==> config.mk <==
export PLATFORM = sky130hd
export DESIGN_NAME = hazard_ctrl_flat
export DESIGN_NICKNAME = d
export VERILOG_FILES = /design/src/rtl/hazard_pkg.sv /design/src/rtl/hazard_ctrl_if.sv /design/src/rtl/md_busy_seq.sv /design/src/rtl/hazard_ctrl.sv /design/src/flat_wrapper.sv
export SDC_FILE = /design/constraint.sdc
export NUM_CORES = 1
export LEC_CHECK = 0
export BUFFER_PORTS_ARGS = -buffer_cell sky130_fd_sc_hd__clkbuf_2
export CORE_MARGIN = 2
export CORE_UTILIZATION = 40
export DETAILED_ROUTE_END_ITERATION = 12
export GPL_TIMING_DRIVEN = 0
export PLACE_DENSITY = 0.8
export SLEW_MARGIN = 20
export SYNTH_ARGS = -nofsm -noshare
export SYNTH_HDL_FRONTEND = slang
export SYNTH_HIERARCHICAL = 1
export SYNTH_SLANG_ARGS = --single-unit
==> constraint.sdc <==
create_clock -name clk -period 2.47 [get_ports clk]
set_input_delay 0.247 -clock clk [delete_from_list [all_inputs] [get_ports clk]]
set_output_delay 0.247 -clock clk [all_outputs]
set_load 0.02 [all_outputs]
==> src/rtl/hazard_pkg.sv <==
// hazard_pkg: shared types, constants and helper functions for the pipeline
// hazard controller (hazard_ctrl) and its HI/LO busy sequencer (md_busy_seq).
package hazard_pkg;

  // Tuse encoding meaning "operand not read by this instruction".
  localparam logic [1:0] TUSE_NONE = 2'd3;

  // Forwarding mux select codes.
  localparam logic [1:0] FWD_RF = 2'd0;
  localparam logic [1:0] FWD_W  = 2'd1;
  localparam logic [1:0] FWD_M  = 2'd2;
  localparam logic [1:0] FWD_E  = 2'd3;

  typedef enum logic [0:0] {
    MD_IDLE,
    MD_BUSY
  } md_state_t;

  // A D-stage read of register a stalls when a producer in E or M will not
  // have its result ready by the time the reader needs it.
  function automatic logic reg_hazard(input logic [4:0] a, input logic [1:0] tuse,
                                      input logic [4:0] e_a3, input logic [1:0] e_tnew,
                                      input logic [4:0] m_a3, input logic [1:0] m_tnew);
    return (a != 5'd0) && (tuse != TUSE_NONE) &&
           (((a == e_a3) && (e_tnew > tuse)) || ((a == m_a3) && (m_tnew > tuse)));
  endfunction

  // Youngest ready producer wins: E, then M, then W. $0 never forwards.
  function automatic logic [1:0] fwd_sel(input logic [4:0] src,
                                         input logic e_ok, input logic [4:0] e_a3,
                                         input logic m_ok, input logic [4:0] m_a3,
                                         input logic [4:0] w_a3);
    if (src == 5'd0) return FWD_RF;
    if (e_ok && (src == e_a3)) return FWD_E;
    if (m_ok && (src == m_a3)) return FWD_M;
    if (src == w_a3) return FWD_W;
    return FWD_RF;
  endfunction

endpackage

==> src/rtl/hazard_ctrl_if.sv <==
// hazard_ctrl_if: pipeline <-> hazard controller signal bundle.
//   master: pipeline side (drives stage indices/Tuse/Tnew, reads controls)
//   slave : controller side (reads stage info, drives stall/enables/selects)
interface hazard_ctrl_if #(
  parameter int unsigned PERF_W = 16
);
  logic [4:0]        D_A1;
  logic [4:0]        D_A2;
  logic [1:0]        D_tuse_rs;
  logic [1:0]        D_tuse_rt;
  logic              D_md;
  logic [4:0]        E_A3;
  logic [1:0]        E_tnew;
  logic [4:0]        M_A3;
  logic [1:0]        M_tnew;
  logic [4:0]        W_A3;
  logic              E_md_start;
  logic              E_md_div;
  logic              stall;
  logic              F_en;
  logic              D_en;
  logic              E_clr;
  logic              md_busy;
  logic [1:0]        D_fwd1;
  logic [1:0]        D_fwd2;
  logic [1:0]        E_fwdA;
  logic [1:0]        E_fwdB;
  logic [1:0]        M_fwdWD;
  logic              md_overlap_err;
  logic [PERF_W-1:0] stall_cnt;

  modport master (
    output D_A1, D_A2, D_tuse_rs, D_tuse_rt, D_md, E_A3, E_tnew, M_A3, M_tnew, W_A3,
           E_md_start, E_md_div,
    input  stall, F_en, D_en, E_clr, md_busy, D_fwd1, D_fwd2, E_fwdA, E_fwdB, M_fwdWD,
           md_overlap_err, stall_cnt
  );

  modport slave (
    input  D_A1, D_A2, D_tuse_rs, D_tuse_rt, D_md, E_A3, E_tnew, M_A3, M_tnew, W_A3,
           E_md_start, E_md_div,
    output stall, F_en, D_en, E_clr, md_busy, D_fwd1, D_fwd2, E_fwdA, E_fwdB, M_fwdWD,
           md_overlap_err, stall_cnt
  );
endinterface

==> src/rtl/md_busy_seq.sv <==
// md_busy_seq: HI/LO multiply/divide busy sequencer.
//   clk, reset (async, active-low)
//   start       : mult/div instruction is in E this cycle
//   is_div      : qualifies start (1 = divide)
//   busy        : HI/LO unit busy
//   overlap_err : sticky, a start arrived while already busy
module md_busy_seq
  import hazard_pkg::*;
#(
  parameter int unsigned MULT_CYCLES = 5,
  parameter int unsigned DIV_CYCLES  = 10,
  parameter int unsigned CNT_W       = 4
) (
  input  logic clk,
  input  logic reset,
  input  logic start,
  input  logic is_div,
  output logic busy,
  output logic overlap_err
);

  localparam logic [CNT_W-1:0] MULT_LD = CNT_W'(MULT_CYCLES);
  localparam logic [CNT_W-1:0] DIV_LD  = CNT_W'(DIV_CYCLES);

  md_state_t        state_q, state_d;
  logic [CNT_W-1:0] cnt_q, cnt_d;
  logic             err_q, err_d;

  always_ff @(posedge clk or negedge reset) begin
    if (!reset) begin
      state_q <= MD_IDLE;
      cnt_q   <= '0;
      err_q   <= 1'b0;
    end else begin
      state_q <= state_d;
      cnt_q   <= cnt_d;
      err_q   <= err_d;
    end
  end

  always_comb begin
    state_d = state_q;
    cnt_d   = cnt_q;
    err_d   = err_q;
    case (state_q)
      MD_IDLE: begin
        if (start) begin
          cnt_d   = is_div ? DIV_LD : MULT_LD;
          state_d = MD_BUSY;
        end
      end
      MD_BUSY: begin
        // A second start is never reloaded, even on the final busy cycle.
        if (start) err_d = 1'b1;
        if (cnt_q == CNT_W'(1)) begin
          cnt_d   = '0;
          state_d = MD_IDLE;
        end else begin
          cnt_d = cnt_q - CNT_W'(1);
        end
      end
      default: begin
        cnt_d   = '0;
        state_d = MD_IDLE;
      end
    endcase
  end

  // Decoded straight from the state register so an async reset drops it at once.
  assign busy        = (state_q == MD_BUSY);
  assign overlap_err = err_q;

endmodule

==> src/rtl/hazard_ctrl.sv <==
// hazard_ctrl: 5-stage MIPS hazard and scheduling controller.
//   clk, reset (async, active-low)
//   hif (slave): D/E/M/W register indices, Tuse/Tnew, md start/div in;
//                stall, F_en/D_en, E_clr, md_busy, forward selects,
//                md_overlap_err and saturating stall_cnt out.
// E_fwdA/E_fwdB compare M/W destinations against D_A1/D_A2; the pipeline top
// feeds E-stage source indices there through a second instance. M_fwdWD uses
// D_A2 as the store-data source index the same way.
module hazard_ctrl
  import hazard_pkg::*;
#(
  parameter int unsigned MULT_CYCLES = 5,
  parameter int unsigned DIV_CYCLES  = 10,
  parameter int unsigned CNT_W       = 4,
  parameter int unsigned PERF_W      = 16
) (
  input  logic          clk,
  input  logic          reset,
  hazard_ctrl_if.slave  hif
);

  logic              md_busy;
  logic              md_err;
  logic              rs_hz, rt_hz, md_hz, stall;
  logic [PERF_W-1:0] stall_cnt_q;

  md_busy_seq #(
    .MULT_CYCLES (MULT_CYCLES),
    .DIV_CYCLES  (DIV_CYCLES),
    .CNT_W       (CNT_W)
  ) u_md_seq (
    .clk         (clk),
    .reset       (reset),
    .start       (hif.E_md_start),
    .is_div      (hif.E_md_div),
    .busy        (md_busy),
    .overlap_err (md_err)
  );

  always_comb begin
    rs_hz = reg_hazard(hif.D_A1, hif.D_tuse_rs, hif.E_A3, hif.E_tnew, hif.M_A3, hif.M_tnew);
    rt_hz = reg_hazard(hif.D_A2, hif.D_tuse_rt, hif.E_A3, hif.E_tnew, hif.M_A3, hif.M_tnew);
    // A mult/div entering E blocks a following HI/LO user before busy rises.
    md_hz = hif.D_md && (md_busy || hif.E_md_start);
    stall = rs_hz || rt_hz || md_hz;
  end

  always_ff @(posedge clk or negedge reset) begin
    if (!reset) begin
      stall_cnt_q <= '0;
    end else if (stall && (stall_cnt_q != '1)) begin
      stall_cnt_q <= stall_cnt_q + PERF_W'(1);
    end
  end

  assign hif.stall          = stall;
  assign hif.F_en           = ~stall;
  assign hif.D_en           = ~stall;
  assign hif.E_clr          = stall;
  assign hif.md_busy        = md_busy;
  assign hif.md_overlap_err = md_err;
  assign hif.stall_cnt      = stall_cnt_q;

  assign hif.D_fwd1  = fwd_sel(hif.D_A1, hif.E_tnew == 2'd0, hif.E_A3,
                               hif.M_tnew == 2'd0, hif.M_A3, hif.W_A3);
  assign hif.D_fwd2  = fwd_sel(hif.D_A2, hif.E_tnew == 2'd0, hif.E_A3,
                               hif.M_tnew == 2'd0, hif.M_A3, hif.W_A3);
  assign hif.E_fwdA  = fwd_sel(hif.D_A1, 1'b0, hif.E_A3,
                               hif.M_tnew == 2'd0, hif.M_A3, hif.W_A3);
  assign hif.E_fwdB  = fwd_sel(hif.D_A2, 1'b0, hif.E_A3,
                               hif.M_tnew == 2'd0, hif.M_A3, hif.W_A3);
  assign hif.M_fwdWD = fwd_sel(hif.D_A2, 1'b0, hif.E_A3, 1'b0, hif.M_A3, hif.W_A3);

endmodule

==> src/flat_wrapper.sv <==
// flat-port wrapper written by rule: the top's interface ports become plain ports
module hazard_ctrl_flat import hazard_pkg::*;
#(
  parameter int unsigned MULT_CYCLES = 5,
  parameter int unsigned DIV_CYCLES  = 10,
  parameter int unsigned CNT_W       = 4,
  parameter int unsigned PERF_W      = 16
)
  (clk, reset, hif_D_A1, hif_D_A2, hif_D_tuse_rs, hif_D_tuse_rt, hif_D_md, hif_E_A3, hif_E_tnew, hif_M_A3, hif_M_tnew, hif_W_A3, hif_E_md_start, hif_E_md_div, hif_stall, hif_F_en, hif_D_en, hif_E_clr, hif_md_busy, hif_D_fwd1, hif_D_fwd2, hif_E_fwdA, hif_E_fwdB, hif_M_fwdWD, hif_md_overlap_err, hif_stall_cnt);
  hazard_ctrl_if #(.PERF_W(PERF_W)) hif_i ();
  input  logic clk;
  input  logic reset;
  input wire logic [$bits(hif_i.D_A1)-1:0] hif_D_A1;
  input wire logic [$bits(hif_i.D_A2)-1:0] hif_D_A2;
  input wire logic [$bits(hif_i.D_tuse_rs)-1:0] hif_D_tuse_rs;
  input wire logic [$bits(hif_i.D_tuse_rt)-1:0] hif_D_tuse_rt;
  input wire logic [$bits(hif_i.D_md)-1:0] hif_D_md;
  input wire logic [$bits(hif_i.E_A3)-1:0] hif_E_A3;
  input wire logic [$bits(hif_i.E_tnew)-1:0] hif_E_tnew;
  input wire logic [$bits(hif_i.M_A3)-1:0] hif_M_A3;
  input wire logic [$bits(hif_i.M_tnew)-1:0] hif_M_tnew;
  input wire logic [$bits(hif_i.W_A3)-1:0] hif_W_A3;
  input wire logic [$bits(hif_i.E_md_start)-1:0] hif_E_md_start;
  input wire logic [$bits(hif_i.E_md_div)-1:0] hif_E_md_div;
  output wire logic [$bits(hif_i.stall)-1:0] hif_stall;
  output wire logic [$bits(hif_i.F_en)-1:0] hif_F_en;
  output wire logic [$bits(hif_i.D_en)-1:0] hif_D_en;
  output wire logic [$bits(hif_i.E_clr)-1:0] hif_E_clr;
  output wire logic [$bits(hif_i.md_busy)-1:0] hif_md_busy;
  output wire logic [$bits(hif_i.D_fwd1)-1:0] hif_D_fwd1;
  output wire logic [$bits(hif_i.D_fwd2)-1:0] hif_D_fwd2;
  output wire logic [$bits(hif_i.E_fwdA)-1:0] hif_E_fwdA;
  output wire logic [$bits(hif_i.E_fwdB)-1:0] hif_E_fwdB;
  output wire logic [$bits(hif_i.M_fwdWD)-1:0] hif_M_fwdWD;
  output wire logic [$bits(hif_i.md_overlap_err)-1:0] hif_md_overlap_err;
  output wire logic [$bits(hif_i.stall_cnt)-1:0] hif_stall_cnt;
  assign hif_i.D_A1 = hif_D_A1;
  assign hif_i.D_A2 = hif_D_A2;
  assign hif_i.D_tuse_rs = hif_D_tuse_rs;
  assign hif_i.D_tuse_rt = hif_D_tuse_rt;
  assign hif_i.D_md = hif_D_md;
  assign hif_i.E_A3 = hif_E_A3;
  assign hif_i.E_tnew = hif_E_tnew;
  assign hif_i.M_A3 = hif_M_A3;
  assign hif_i.M_tnew = hif_M_tnew;
  assign hif_i.W_A3 = hif_W_A3;
  assign hif_i.E_md_start = hif_E_md_start;
  assign hif_i.E_md_div = hif_E_md_div;
  assign hif_stall = hif_i.stall;
  assign hif_F_en = hif_i.F_en;
  assign hif_D_en = hif_i.D_en;
  assign hif_E_clr = hif_i.E_clr;
  assign hif_md_busy = hif_i.md_busy;
  assign hif_D_fwd1 = hif_i.D_fwd1;
  assign hif_D_fwd2 = hif_i.D_fwd2;
  assign hif_E_fwdA = hif_i.E_fwdA;
  assign hif_E_fwdB = hif_i.E_fwdB;
  assign hif_M_fwdWD = hif_i.M_fwdWD;
  assign hif_md_overlap_err = hif_i.md_overlap_err;
  assign hif_stall_cnt = hif_i.stall_cnt;
  hazard_ctrl #(.MULT_CYCLES(MULT_CYCLES), .DIV_CYCLES(DIV_CYCLES), .CNT_W(CNT_W), .PERF_W(PERF_W)) u_core (.clk(clk), .reset(reset), .hif(hif_i));
endmodule
# Word level (Yosys, flattened, before mapping)

Index checks and enable logic that the tools add are counted.

Add/sub/neg operators: 2
Magnitude comparators: 4
Eq/ne operators: 11
Mux-type cells: 63
Bitwise logic cells: 2
Reductions and logical operators: 26

Operator list:

| cell                                             | count |
|---|---|
| 2-to-1 mux 2 bit                                 | 29 |
| == test 5 bit                                    | 6 |
| 2-to-1 mux 1 bit                                 | 29 |
| adder 16 x 1 -> 16 bit, second input constant    | 1 |
| != test 16 bit, second input constant            | 1 |
| logical AND 1 bit                                | 14 |
| 2-to-1 mux 4 bit                                 | 3 |
| zero test 5 bit                                  | 2 |
| nonzero test 5 bit                               | 2 |
| greater-than comparator 2 bit                    | 4 |
| case mux 4 bit (2 select lines)                  | 1 |
| != test 2 bit, second input constant             | 3 |
| logical OR 1 bit                                 | 5 |
| == test 4 x 1 -> 1 bit, second input constant    | 1 |
| zero test 2 bit                                  | 2 |
| subtractor 4 x 1 -> 4 bit, second input constant | 1 |
| NOT 1 bit                                        | 2 |
| case mux 1 bit (2 select lines)                  | 1 |
| AND reduction 2 bit                              | 1 |

Register bits: 22
Input port bits: 38
Output and inout bits: 32
Logic and storage cells: 112

# Depth between registers and ports, before layout

Gate-level depths: netlist of run 1.

Depth in word-level cells: 13
Gate-level depth with buffers: 10
Mapped depth without buffers: 9

# Modules after synthesis

Netlist of run 1, hierarchy kept.

By module, submodules not included:

| module      | times used | cells an instance | area each (um^2) | seq. area each (um^2) |
|---|---|---|---|---|
| hazard_ctrl | 1          | 165               | 1491.4           | 400.4 |
| md_busy_seq | 1          | 33                | 322.8            | 150.1 |

# Worst setup path before layout of run 1

Ideal clock, no wire load.

Path kind: input to output
From: input port hif_D_tuse_rs[1]
To: output port hif_F_en
Data arrival time: 1.894 ns
Data required time: 2.223 ns
Slack: 0.329 ns
Stages: 9
Buffers on the path: 1
Cells stage by stage: inv_1 ha_1 nor2b_1 a2bb2oi_1 and4_1 o21ai_2 nand3_1 inv_1 buf_4

Cells in the longest elaborated chain, start to end: 7
Elaborated cells on any way between the ends: 11
Those cells by class: 2 x order compare; 1 x eq/ne; 1 x bitwise; 7 x reduce/logical

RTL lines:

| element                          | line               | text |
|---|---|---|
| start, declared                  | flat_wrapper.sv:15 | `input wire logic [$bits(hif_i.D_tuse_rs)-1:0] hif_D_tuse_rs;` |
| greater-than comparator 2 bit    | hazard_pkg.sv:25   | `(((a == e_a3) && (e_tnew > tuse)) \|\| ((a == m_a3) && (m_tnew > tuse)));` |
| logical AND 1 bit                | hazard_pkg.sv:25   |  |
| logical OR 1 bit                 | hazard_pkg.sv:25   |  |
| logical AND 1 bit *              | hazard_pkg.sv:24   | `return (a != 5'd0) && (tuse != TUSE_NONE) &&` |
| logical OR 1 bit * (2 in series) | hazard_ctrl.sv:45  | `stall = rs_hz \|\| rt_hz \|\| md_hz;` |
| via hif_E_clr                    | flat_wrapper.sv:28 | `output wire logic [$bits(hif_i.E_clr)-1:0] hif_E_clr;` |
| NOT 1 bit *                      | -                  |  |
| end, declared                    | flat_wrapper.sv:26 | `output wire logic [$bits(hif_i.F_en)-1:0] hif_F_en;` |

Mark *: on every way through the listed nets, which the timed path passes. The rest lies on a longest branch.

# Worst setup path in the final report of run 1

From: input port hif_D_A1[1]
To: output port hif_F_en

Cells in the longest elaborated chain, start to end: 7
Elaborated cells on any way between the ends: 11
Those cells by class: 2 x eq/ne; 1 x bitwise; 8 x reduce/logical

RTL lines:

| element                          | line               | text |
|---|---|---|
| start, declared                  | flat_wrapper.sv:13 | `input wire logic [$bits(hif_i.D_A1)-1:0] hif_D_A1;` |
| == test 5 bit                    | hazard_pkg.sv:25   |  |
| logical AND 1 bit                | hazard_pkg.sv:25   |  |
| logical OR 1 bit                 | hazard_pkg.sv:25   |  |
| logical AND 1 bit *              | hazard_pkg.sv:24   |  |
| logical OR 1 bit * (2 in series) | hazard_ctrl.sv:45  |  |
| NOT 1 bit *                      | hazard_ctrl.sv:57  | `assign hif.F_en = ~stall;` |

Mark *: on every way between the ends. The rest lies on a longest branch, timed or not.

==> results_tabular.tex, run 1 <==
\begin{tabular}{lr}
\hline
Metric & Value \\
\hline
\multicolumn{2}{l}{\textbf{Hold path}} \\
\quad WHS Endpoint & u\_core/u\_md\_seq/cnt\_q[2] \\
\quad Hold Path Depth & 2 \\
\quad Min-delay worst type & primary input to flip-flop \\
\quad Hold Crit Start & hif\_E\_md\_div \\
\multicolumn{2}{l}{\textbf{Yosys}} \\
\quad Synthesized area per cell & 9.163 sq um \\
\quad Asr flop ratio synth & 1.000 \\
\quad Number of warnings issued by yosys & 6 \\
\quad Synth top area share & 0.3034 \\
\quad Number of enable flip-flop cells after synthesis & 0 \\
\quad Dominant cells by area after synthesis & dfrtp\_1 (30\%), xnor2\_1 (14\%), ha\_1 (7.6\%) \\
\quad Netlist Area Pre-Place & 1814 sq um \\
\quad Yosys reg bits & 22 \\
\quad Yosys top cell by area & dfrtp\_1 \\
\quad Sequential fraction of the synthesis area & 0.3034 \\
\quad Distinct cell type count after synthesis & 43 \\
\quad Commonest register cell after synthesis & dfrtp\_1 \\
\quad Number of standard cells after synthesis & 198 \\
\quad Post-Synthesis Net Count & 247 \\
\multicolumn{2}{l}{\textbf{Global route}} \\
\quad First-pass GRT wire length & 6.969 mm \\
\quad Initial antenna violation count & 0 \\
\quad Vias in the first global route & 1589 \\
\quad Global Route Usage Sum & 0.1661 \\
\quad Maximum number of pins on one net before global-route repair & 23 \\
\quad Global route overflow & 0 \\
\multicolumn{2}{l}{\textbf{Setup path}} \\
\quad End of the worst register-to-register path & u\_core/hif.stall\_cnt[15] \\
\quad Register-to-register setup slack & between 0.3 and 0.4 ns \\
\quad Worst reg2reg path startpoint & u\_core/hif.stall\_cnt[8] \\
\quad Worst-path fanout max & 5 \\
\quad Crit path arrival time & approximately 2.0 ns \\
\quad Sort of element at the start of the critical path & primary input \\
\quad Crit path kind & primary input to output port \\
\quad Setup crit end kind & output port \\
\quad Worst reg2reg path depth & 8 \\
\quad CP required & 2.22 ns \\
\multicolumn{2}{l}{\textbf{Cells and area}} \\
\quad Post-layout net count & between 300 and 400 \\
\quad Fill cell total of the finished layout & 402 \\
\quad Area of all placed cells without fillers & 2285 sq um \\
\quad Leading cell type in the layout, fill and taps excluded & clkbuf\_2 \\
\quad Highest-count cells in the layout ignoring fill and taps & clkbuf\_2 (68), xnor2\_1 (30), dfrtp\_1 (22) \\
\quad Layout cells sized above 1 & 0.3210 \\
\quad Post-synthesis to final-layout area growth & 25.93\% \\
\quad Core Util, Final & 0.5247 \\
\quad Ant. Diodes & 0 \\
\multicolumn{2}{l}{\textbf{Timing}} \\
\quad Setup TNS & 0 ns \\
\quad Fin. Hold Viols & 0 \\
\quad Final slew viol count & 0 \\
\quad RSZ-0062 raised after global routing & no \\
\quad Number of setup violations in the final report & 0 \\
\quad Tightest slew margin relative to the limit & 0.6449 \\
\quad Min Hold Slack & 0.2520 ns \\
\quad Tightest Pin Transition & $\sim$0.53 ns \\
\quad Clock Skew & 0.004924 ns \\
\quad Max frequency & 0.4540 GHz \\
\quad Period utilisation layout & 0.8918 \\
\quad Post-layout min period & 2.203 ns \\
\multicolumn{2}{l}{\textbf{Die}} \\
\quad Placement row count & 24 \\
\quad Core ar. & 4354 sq um \\
\quad Die height & 71.35 microns \\
\quad Boundary pin count & 70 \\
\quad Die width & 71.35 microns \\
\quad Starting density of the core & 0.4167 \\
\quad Area of the die & 5090 sq um \\
\multicolumn{2}{l}{\textbf{CTS}} \\
\quad TritonCTS clock tree & built \\
\quad Post-CTS Setup Inserts & 0 \\
\quad Clk pin slew, worst setup/hold paths & 0.07 ns \\
\quad Worst skew pair latency & between 0.2 and 0.3 ns \\
\quad H-tree depth & 1 \\
\quad Clock buffer count from CTS & 3 \\
\quad Sinks on the clock net & 22 \\
\quad Maximum buffer depth of the clock tree & 2 \\
\quad Library cell used as clock root buffer & clkbuf\_8 \\
\multicolumn{2}{l}{\textbf{Power and ir drop}} \\
\quad Largest vdd supply drop & 0.3160 mV \\
\quad Power per Cell Area & 656.0 nW/um\^{}2 \\
\quad Leakage power summed over all cells & 1.098 nW \\
\multicolumn{2}{l}{\textbf{Status}} \\
\quad Status & finished, final reports clean \\
\multicolumn{2}{l}{\textbf{Placed design}} \\
\quad Final weighted congestion in routability-driven placement & 0.8911 \\
\quad Number of buffer cells added on primary ports & 68 \\
\quad Instance area at placement & 2220 sq um \\
\quad Final HPWL from detailed placement & around 3.4 mm \\
\multicolumn{2}{l}{\textbf{Routing}} \\
\quad DRC viols & 0 \\
\quad Via density & 5.186 \\
\quad Initial DRT Pass Iterations & 4 \\
\quad Via total after detailed routing & 1675 \\
\quad Routed length per instance & around 13 microns \\
\quad Aggregate routed wire length & 4.072 mm \\
\quad Starting DRC count in detailed routing & 110 \\
\quad Post-detailed-route count of antenna-violating nets & 0 \\
\multicolumn{2}{l}{\textbf{Job}} \\
\quad Number of max-cap violations & 0 \\
\hline
\end{tabular}
-- repair_timing --
action | 4_1_cts | 5_1_grt
hold endpoints to repair | 22 | 0
gates resized for setup | 0 | 0
hold buffers | 1 | 0
-- worst max path at each step --
stage / start / endpoint / slack (ns) / cells past startpoint
finish: hif_D_A1[1] / hif_F_en / 0.27 / 9
global route: hif_D_A1[1] / hif_F_en / 0.13 / 9
CTS: hif_D_A1[1] / hif_F_en / 0.27 / 9
detailed placement: hif_D_tuse_rt[1] / u_core/hif.stall_cnt[15] / 0.26 / 11
global placement: hif_D_A1[1] / hif_F_en / 0.29 / 9
floorplan: hif_D_tuse_rs[1] / hif_F_en / 0.33 / 9
-- state kept, by name (all words and copies together), names as in the netlist --
register	count
u_core/hif.stall_cnt	16
u_core/u_md_seq/busy	1
u_core/u_md_seq/cnt_q	4
u_core/u_md_seq/overlap_err	1
-- kinds of logic after synthesis --
kind of cell / after synthesis / share of synthesized area
flops: 22 / 0.3034
compound gates: 29 / 0.1386
buf+inv: 16 / 0.04345
other cells: 1 / 0.002067
xor+xnor: 40 / 0.1931
fa+ha+maj: 11 / 0.07586
simple gates: 77 / 0.2317
mux: 2 / 0.01172
-- where the power goes --
group          switching, mW  total [mW]  internal [mW]
Sequential             0.124       0.583          0.459
Clock                  0.106       0.248          0.142
Combinational          0.370       0.668          0.297
Total                  0.600        1.50          0.898
-- per-layer routing --
layer / vias to the layer above / global-route usage / share of wire
li1: 833 / - / -
met2: 52 / 0.2809 / 0.49
met5: - / 0 / 0
met4: 0 / 0.03983 / 0.0086
met1: 784 / 0.2210 / 0.46
met3: 6 / 0.02954 / 0.043
-- cells in the mapped netlist, types with 2 or more instances --
| cell | count |
|---|---|
| dfrtp_1 | 22 |
| nor2_1 | 11 |
| nand4_1 | 4 |
| xor2_1 | 10 |
| xnor2_1 | 30 |
| nor4_1 | 2 |
| and4_1 | 2 |
| nor2b_1 | 7 |
| nand3_1 | 11 |
| ha_1 | 11 |
| a2111oi_2 | 2 |
| o211ai_1 | 2 |
| nand2b_1 | 5 |
| nand2_1 | 15 |
| o21ai_2 | 2 |
| o21ai_0 | 4 |
| nor3_1 | 5 |
| o21ai_1 | 2 |
| and3_1 | 6 |
| a21oi_1 | 7 |
| or4_1 | 3 |
| buf_4 | 3 |
| inv_1 | 12 |
-- area by class of cell --
cell class / count / area, sq um / share of cell area
buffer: 4 / 33.78 / 0.01479
inverter: 12 / 45.04 / 0.01972
tap: 52 / 65.06 / 0.02848
sequential: 22 / 550.5 / 0.2410
multi-input combinational: 160 / 1185 / 0.5186
clock buffer: 4 / 55.05 / 0.02410
timing repair buffer: 69 / 350.3 / 0.1533
-- through the flow --
stage,setup WS [ns],cells,power [mW]
after CTS,0.2710,323,1.513
after floorplan,0.3294,198,1.034
after global routing,0.1328,323,1.618
after global placement,0.2912,318,1.229
final,0.2673,323,1.499
after detailed placement,0.2630,318,1.262
-- critical path, stage by stage --
cell,delay (ns)
clkbuf_2,0.13
or4_1,0.52
nor2_1,0.31
a21oi_1,0.09
o21ai_2,0.11
nand3_1,0.18
inv_1,0.12
buf_4,0.10
clkbuf_2,0.15
No activity file was read; power rests on OpenSTA's default activity.
==> run 2: changes to the inputs <==
Settings changed: PLACE_DENSITY 0.8 to 0.82.
Clock period 2.47 ns to 1.9 ns, I/O delays scaled along.
==> results_tabular.tex, run 2 (same netlist as run 1, synthesis figures left out) <==
\begin{tabular}{lr}
\hline
Metric & Value \\
\hline
\multicolumn{2}{l}{\textbf{Status}} \\
\quad Status & complete, but fails checks \\
\quad Violations in the final reports & negative setup slack \\
\multicolumn{2}{l}{\textbf{Timing}} \\
\quad Final slew viol count & 0 \\
\quad RSZ-0062 raised after global routing & yes \\
\quad Smallest setup slack after layout & -0.06670 ns \\
\quad Tightest slew margin relative to the limit & 0.6172 \\
\quad Min Hold Slack & 0.2020 ns \\
\quad Tightest Pin Transition & 0.5721 ns \\
\quad Clock Skew & 0.006897 ns \\
\quad Period utilisation layout & 1.035 \\
\quad Fin. Hold Viols & 0 \\
\quad Max frequency & 0.5085 GHz \\
\quad Number of setup violations in the final report & 10 \\
\quad Post-layout min period & 1.967 ns \\
\multicolumn{2}{l}{\textbf{Placed design}} \\
\quad Final weighted congestion in routability-driven placement & 0.9031 \\
\quad Instance area at placement & 2253 sq um \\
\quad Final HPWL from detailed placement & $\sim$3.5 mm \\
\quad Cells after DPL & about 320 \\
\quad Minimum setup slack after placement & -0.2711 ns \\
\quad Number of buffer cells added on primary ports & 68 \\
\multicolumn{2}{l}{\textbf{Die}} \\
\quad Die height & 71.35 microns \\
\quad Placement row count & 24 \\
\quad Starting density of the core & 0.4167 \\
\quad Core ar. & 4354 sq um \\
\quad Boundary pin count & 70 \\
\quad Die width & 71.35 microns \\
\quad Area of the die & 5090 sq um \\
\multicolumn{2}{l}{\textbf{Setup path}} \\
\quad Crit path arrival time & 2.14 ns \\
\quad Sort of element at the start of the critical path & flip-flop \\
\quad CP required & between 2 and 2.5 ns \\
\quad Crit path kind & flip-flop to flip-flop \\
\quad Worst-path fanout max & 5 \\
\quad Register-to-register setup slack & -0.07 ns \\
\quad Setup crit end kind & flip-flop \\
\multicolumn{2}{l}{\textbf{Power and ir drop}} \\
\quad Power per Cell Area & approximately 840 nW/um\^{}2 \\
\quad Internal Dissipation & 1.322 mW \\
\quad Leakage power summed over all cells & 1.179 nW \\
\quad Logic gate share of total power & 0.447 \\
\quad Sequential fraction of design power & 0.353 \\
\quad Clock Power Share & 0.200 \\
\quad Largest vdd supply drop & 0.3963 mV \\
\quad Sw Ratio & 0.3896 \\
\quad Sw power & 843.6 uW \\
\multicolumn{2}{l}{\textbf{Routing}} \\
\quad Starting DRC count in detailed routing & 67 \\
\quad Aggregate routed wire length & between 4 and 5 mm \\
\quad Via total after detailed routing & about 1700 \\
\quad Post-detailed-route count of antenna-violating nets & 0 \\
\quad DRC viols & 0 \\
\quad Initial DRT Pass Iterations & 4 \\
\quad Via density & 5.259 \\
\quad Routed length per instance & between 10 and 15 microns \\
\multicolumn{2}{l}{\textbf{Global route}} \\
\quad Vias in the first global route & 1676 \\
\quad Maximum number of pins on one net before global-route repair & 23 \\
\quad Global Route Usage Sum & 0.1720 \\
\quad Initial antenna violation count & 0 \\
\quad Global route overflow & 0 \\
\quad First-pass GRT wire length & between 7 and 8 mm \\
\multicolumn{2}{l}{\textbf{Cells and area}} \\
\quad Ant. Diodes & 0 \\
\quad Post-layout net count & 330 \\
\quad Highest-count cells in the layout ignoring fill and taps & clkbuf\_2 (63), xnor2\_1 (28), dfrtp\_1 (20) \\
\quad Sequential standard cell area & between 500 and 600 sq um \\
\quad Fill cell total of the finished layout & 365 \\
\quad Number of standard cells in the layout, taps in and fillers out & 332 \\
\quad Post-synthesis to final-layout area growth & 41.86\% \\
\quad Area of the multi-input gates & 1334 sq um \\
\quad Leading cell type in the layout, fill and taps excluded & clkbuf\_2 \\
\quad Largest register FFs & 16 \\
\quad Layout cells sized above 1 & 0.4393 \\
\quad Core Util, Final & 0.5911 \\
\quad Area of all placed cells without fillers & 2574 sq um \\
\multicolumn{2}{l}{\textbf{CTS}} \\
\quad Sinks on the clock net & 22 \\
\quad H-tree depth & 1 \\
\quad Worst skew pair latency & 0.26 ns \\
\quad Clk pin slew, worst setup/hold paths & 0.08 ns \\
\quad Clock buffer count from CTS & 3 \\
\quad Library cell used as clock root buffer & clkbuf\_8 \\
\quad Maximum buffer depth of the clock tree & 2 \\
\quad TritonCTS clock tree & built \\
\multicolumn{2}{l}{\textbf{Hold path}} \\
\quad Min-delay worst type & primary input to flip-flop \\
\multicolumn{2}{l}{\textbf{Job}} \\
\quad Number of max-cap violations & 0 \\
\hline
\end{tabular}
==> run 2: cell types whose count changed in the layout (fill, tap and decap cells not counted), sizes merged <==
cell / before / now
buf: 4 / 18
bufinv: 0 / 1
clkbuf: 72 / 66
==> run 2: final timing paths <==
kind | depth (start not counted) | endpoint | start
setup / recovery | 8 | u_core/hif.stall_cnt[14] | u_core/hif.stall_cnt[7]
hold / removal | 2 | u_core/u_md_seq/cnt_q[2] | hif_E_md_div
setup reg to reg | 8 | u_core/hif.stall_cnt[14] | u_core/hif.stall_cnt[7]
hold reg to reg | 1 | u_core/u_md_seq/overlap_err | u_core/u_md_seq/overlap_err
max in group asynchronous | 2 | u_core/hif.stall_cnt[7] | reset
min in group asynchronous | 2 | u_core/hif.stall_cnt[2] | reset
==> run 2: stage by stage <==
step | power, mW | setup TNS [ns]
6_report | 2.165 | -0.1694
5_1_grt | 2.302 | -1.299
4_1_cts | 2.110 | 0
3_5_place_dp | 1.644 | -3.135
3_3_place_gp | 1.600 | -2.672
2_1_floorplan | 1.349 | -0.1349
==> run 2: power by group through the flow <==
stage                     clock [mW]  sequential (mW)  combinational (mW)
final                          0.434            0.764               0.968
after global routing           0.459            0.786                1.06
after CTS                      0.440            0.758               0.912
after detailed placement           0            0.766               0.878
after global placement             0            0.759               0.841
after floorplan                    0            0.836               0.513
==> run 2: layout make-up <==
type | instances | area share
Buffer | 4 | 0.01458
Multi-Input combinational cell | 160 | 0.5182
Timing Repair Buffer | 78 | 0.1808
Tap cell | 52 | 0.02528
Clock buffer | 3 | 0.01604
Clock inverter | 1 | 0.01167
Inverter | 12 | 0.01847
Sequential cell | 22 | 0.2149
==> run 2: layer usage <==
metal,routed length [microns],global-route usage,vias up
met5,0,0,-
met4,74,0.04403,0
met3,200,0.03376,10
met2,2380,0.3117,53
met1,1974,0.2077,830
li1,-,-,853
==> run 2: critical path, cell delays in order (launching register included) <==
cell,delay (ns)
dfrtp_2,0.41
and4_4,0.20
and3_4,0.19
and3_4,0.19
and3_4,0.18
a31oi_4,0.24
buf_6,0.15
nand4_1,0.11
xnor2_1,0.20
==> run 2: what timing repair did <==
| action | in CTS | in global routing |
|---|---|---|
| pin swaps | 2 | 21 |
| endpoints found under the setup margin | 18 | 21 |
| hold endpoints to repair | 22 | 0 |
| buffers inserted | 6 | 2 |
| resized for setup | 8 | 38 |
| cloned | 1 | 0 |
| hold buffers | 1 | 0 |
==> run 3: changes to the inputs <==
Settings changed: SYNTH_HIERARCHICAL 1 to default.
==> results_tabular.tex, run 3 <==
\begin{tabular}{lr}
\hline
Metric & Value \\
\hline
\multicolumn{2}{l}{\textbf{Cells and area}} \\
\quad Post-layout net count & 342 \\
\quad Largest register FFs & 16 \\
\quad Ant. Diodes & 0 \\
\quad Highest-count cells in the layout ignoring fill and taps & clkbuf\_2 (55), xnor2\_1 (30), nand2\_1 (23) \\
\quad Post-synthesis to final-layout area growth & 44.17\% \\
\quad Leading cell type in the layout, fill and taps excluded & clkbuf\_2 \\
\quad Layout cells sized above 1 & 0.4178 \\
\quad Fill cell total of the finished layout & 377 \\
\multicolumn{2}{l}{\textbf{Routing}} \\
\quad Aggregate routed wire length & 5.045 mm \\
\quad Via density & 5.349 \\
\quad Post-detailed-route count of antenna-violating nets & 0 \\
\quad Starting DRC count in detailed routing & 80 \\
\quad Via total after detailed routing & around 1800 \\
\quad Routed length per instance & 14.67 microns \\
\quad DRC viols & 0 \\
\quad Initial DRT Pass Iterations & 4 \\
\multicolumn{2}{l}{\textbf{Yosys}} \\
\quad Sequential fraction of the synthesis area & 0.2985 \\
\quad Number of standard cells after synthesis & 208 \\
\quad Cell with the most instances after synthesis & xnor2\_1 \\
\quad Netlist Area Pre-Place & 1844 sq um \\
\quad Yosys top cell by area & dfrtp\_1 \\
\quad Dominant cells by area after synthesis & dfrtp\_1 (30\%), xnor2\_1 (16\%), ha\_1 (7.5\%) \\
\quad Distinct cell type count after synthesis & 44 \\
\quad Synth top area share & 0.2985 \\
\quad Post-Synthesis Net Count & 257 \\
\quad Yosys reg bits & 22 \\
\quad Commonest register cell after synthesis & dfrtp\_1 \\
\quad Commonest cells post-synth & xnor2\_1 (33), nand2\_1 (23), dfrtp\_1 (22) \\
\quad Synthesized area per cell & 8.867 sq um \\
\quad Asr flop ratio synth & 1.000 \\
\quad Number of enable flip-flop cells after synthesis & 0 \\
\quad Number of warnings issued by yosys & 0 \\
\multicolumn{2}{l}{\textbf{Timing}} \\
\quad Number of setup violations in the final report & 1 \\
\quad Final slew viol count & 0 \\
\quad RSZ-0062 raised after global routing & yes \\
\quad Tightest slew margin relative to the limit & 0.6298 \\
\quad Period utilisation layout & 1.005 \\
\quad Post-layout min period & 1.909 ns \\
\quad Tightest Pin Transition & 0.5554 ns \\
\quad Clock Skew & $\sim$0.0032 ns \\
\quad Setup TNS & -0.008787 ns \\
\quad Fin. Hold Viols & 0 \\
\quad Max frequency & 0.5239 GHz \\
\quad Smallest setup slack after layout & -0.008787 ns \\
\multicolumn{2}{l}{\textbf{Hold path}} \\
\quad Min-delay worst type & primary input to flip-flop \\
\multicolumn{2}{l}{\textbf{Placed design}} \\
\quad Number of buffer cells added on primary ports & 67 \\
\quad Final HPWL from detailed placement & 3.577 mm \\
\quad Final weighted congestion in routability-driven placement & around 0.87 \\
\multicolumn{2}{l}{\textbf{Power and ir drop}} \\
\quad Power per Cell Area & slightly below 800 nW/um\^{}2 \\
\quad Clock Power Share & 0.207 \\
\quad Largest vdd supply drop & 0.7636 mV \\
\quad Sw power & 809.0 uW \\
\quad Internal Dissipation & between 1 and 1.5 mW \\
\quad Logic gate share of total power & 0.451 \\
\quad Design Power & 2.110 mW \\
\quad Leakage power summed over all cells & $\sim$1.2 nW \\
\quad Sw Ratio & 0.3834 \\
\quad Sequential fraction of design power & 0.342 \\
\multicolumn{2}{l}{\textbf{CTS}} \\
\quad H-tree depth & 1 \\
\quad Worst skew pair latency & about 0.26 ns \\
\quad Sinks on the clock net & 22 \\
\quad Clock buffer count from CTS & 3 \\
\quad Library cell used as clock root buffer & clkbuf\_8 \\
\quad Maximum buffer depth of the clock tree & 2 \\
\quad TritonCTS clock tree & built \\
\quad Clk pin slew, worst setup/hold paths & roughly 0.08 ns \\
\multicolumn{2}{l}{\textbf{Global route}} \\
\quad Global route overflow & 0 \\
\quad First-pass GRT wire length & $\sim$8 mm \\
\quad Maximum number of pins on one net before global-route repair & 23 \\
\quad Global Route Usage Sum & 0.1928 \\
\quad Initial antenna violation count & 0 \\
\quad Vias in the first global route & roughly 1700 \\
\multicolumn{2}{l}{\textbf{Setup path}} \\
\quad Standard cell with the maximum stage delay on the critical path & or4b\_4 \\
\quad CP required & 2.05 ns \\
\quad Crit path arrival time & about 2.1 ns \\
\quad Setup crit end kind & flip-flop \\
\quad CP Cell Sequence & buf\_8, inv\_6, ha\_4, nor2b\_4, o2111ai\_2, o22ai\_1, nand2\_1, and4\_4, buf\_6, or4b\_4, xnor2\_2 \\
\quad Sort of element at the start of the critical path & primary input \\
\quad Crit path kind & primary input to flip-flop \\
\quad Crit-path leading delay family & simple AND/OR/NAND/NOR gates \\
\quad Critical path buffer and inverter count & 3 \\
\quad Max stage delay on crit path & 0.55 ns \\
\quad Worst-path fanout max & 5 \\
\multicolumn{2}{l}{\textbf{Die}} \\
\quad Core ar. & 4384 sq um \\
\quad Area of the die & 5170 sq um \\
\quad Boundary pin count & 70 \\
\quad Die width & 71.90 microns \\
\quad Die height & 71.90 microns \\
\quad Starting density of the core & 0.4207 \\
\quad Placement row count & 24 \\
\multicolumn{2}{l}{\textbf{Job}} \\
\quad Number of max-cap violations & 0 \\
\multicolumn{2}{l}{\textbf{Status}} \\
\quad Status & complete, but fails checks \\
\quad Violations in the final reports & negative setup slack \\
\hline
\end{tabular}
run 3: cell types whose count changed after synthesis, moves of 3 or more:
cell / previous run / this run
nand3_2: 1 / 5
nor2b_1: 7 / 2
xnor2_1: 30 / 33
nand2b_1: 5 / 1
nor3_1: 5 / 1
a21oi_1: 7 / 13
nand2_1: 15 / 23
run 3: final timing paths:
kind                                        startpoint                          end  slack (ns)  cells past startpoint
setup / recovery                      hif_D_tuse_rt[1]     u_core.hif.stall_cnt[14]      -0.009                     11
max in group asynchronous                        reset      u_core.hif.stall_cnt[6]        1.08                      2
min in group asynchronous                        reset      u_core.hif.stall_cnt[8]        0.45                      2
hold / removal                            hif_E_md_div     u_core.u_md_seq.cnt_q[2]        0.16                      2
setup reg to reg               u_core.hif.stall_cnt[6]     u_core.hif.stall_cnt[14]        0.12                      5
hold reg to reg            u_core.u_md_seq.overlap_err  u_core.u_md_seq.overlap_err        0.46                      1
run 3: kinds of logic (layout without fill, tap and decap cells):
| kind of cell | after synthesis | in the layout | synth area share |
|---|---|---|---|
| AOI/OAI and AO/OA | 30 | 30 | 0.1011 |
| xor gates and xnor gates | 42 | 42 | 0.1995 |
| adders and majority gates | 11 | 11 | 0.07463 |
| buffers and inverters | 17 | 101 | 0.04614 |
| DFF | 22 | 22 | 0.2985 |
| muxes | 3 | 3 | 0.01696 |
| other | 1 | 1 | 0.002033 |
| and+or+nand+nor | 82 | 82 | 0.2612 |
run 3: power groups by stage:
stage	sequential, mW	clock (mW)	combinational (mW)
after floorplan	0.794	0	0.491
after global placement	0.722	0	0.817
after detailed placement	0.726	0	0.846
after CTS	0.720	0.445	0.907
after global routing	0.742	0.476	1.05
final	0.722	0.437	0.951
run 3: final cells by class:
type / instances / area [sq um] / area share
Multi-Input combinational cell: 169 / 1348 / 0.5068
Buffer: 5 / 33.78 / 0.01271
Inverter: 11 / 53.80 / 0.02024
Timing Repair Buffer: 81 / 536.8 / 0.2019
Clock buffer: 3 / 41.29 / 0.01553
Clock inverter: 1 / 30.03 / 0.01129
Tap cell: 52 / 65.06 / 0.02447
Sequential cell: 22 / 550.5 / 0.2071
run 3: timing repair:
action                                  CTS  global route
endpoints found under the setup margin    3            11
pin swaps                                14            19
gates resized for setup                  21            34
setup buffers                            10             4
hold buffers                              1             0
hold endpoints to repair                 22             0
run 3: metrics by stage:
stage	cells	hold slack (ns)	cell area (sq um)	setup WS [ns]	utilization
2_1_floorplan	208	-0.1056	1851	0.002316	-
3_3_place_gp	327	0.1989	2251	-0.2400	0.5134
3_5_place_dp	327	0.2056	2251	-0.2425	0.5134
4_1_cts	341	0.1520	2502	-0.03981	0.5708
5_1_grt	344	0.1669	2659	-0.05025	0.6065
6_report	344	0.1601	2659	-0.008787	0.6065
run 3: worst register-to-register path, delay by kind of cell, from the launching register on:
kind / cells / cell delay, ns
flops: 1 / 0.44
xor+xnor: 1 / 0.15
simple gates: 4 / 1.08
run 3: metal layers:
metal  part of all wire  wire, microns  track usage  up-vias
li1                   -              -            -      900
met1               0.40           2024       0.2451      860
met2               0.52           2641       0.3302       66
met3              0.047            239      0.03611       14
met4              0.028            139      0.06499        0
met5                  0              0            0        -
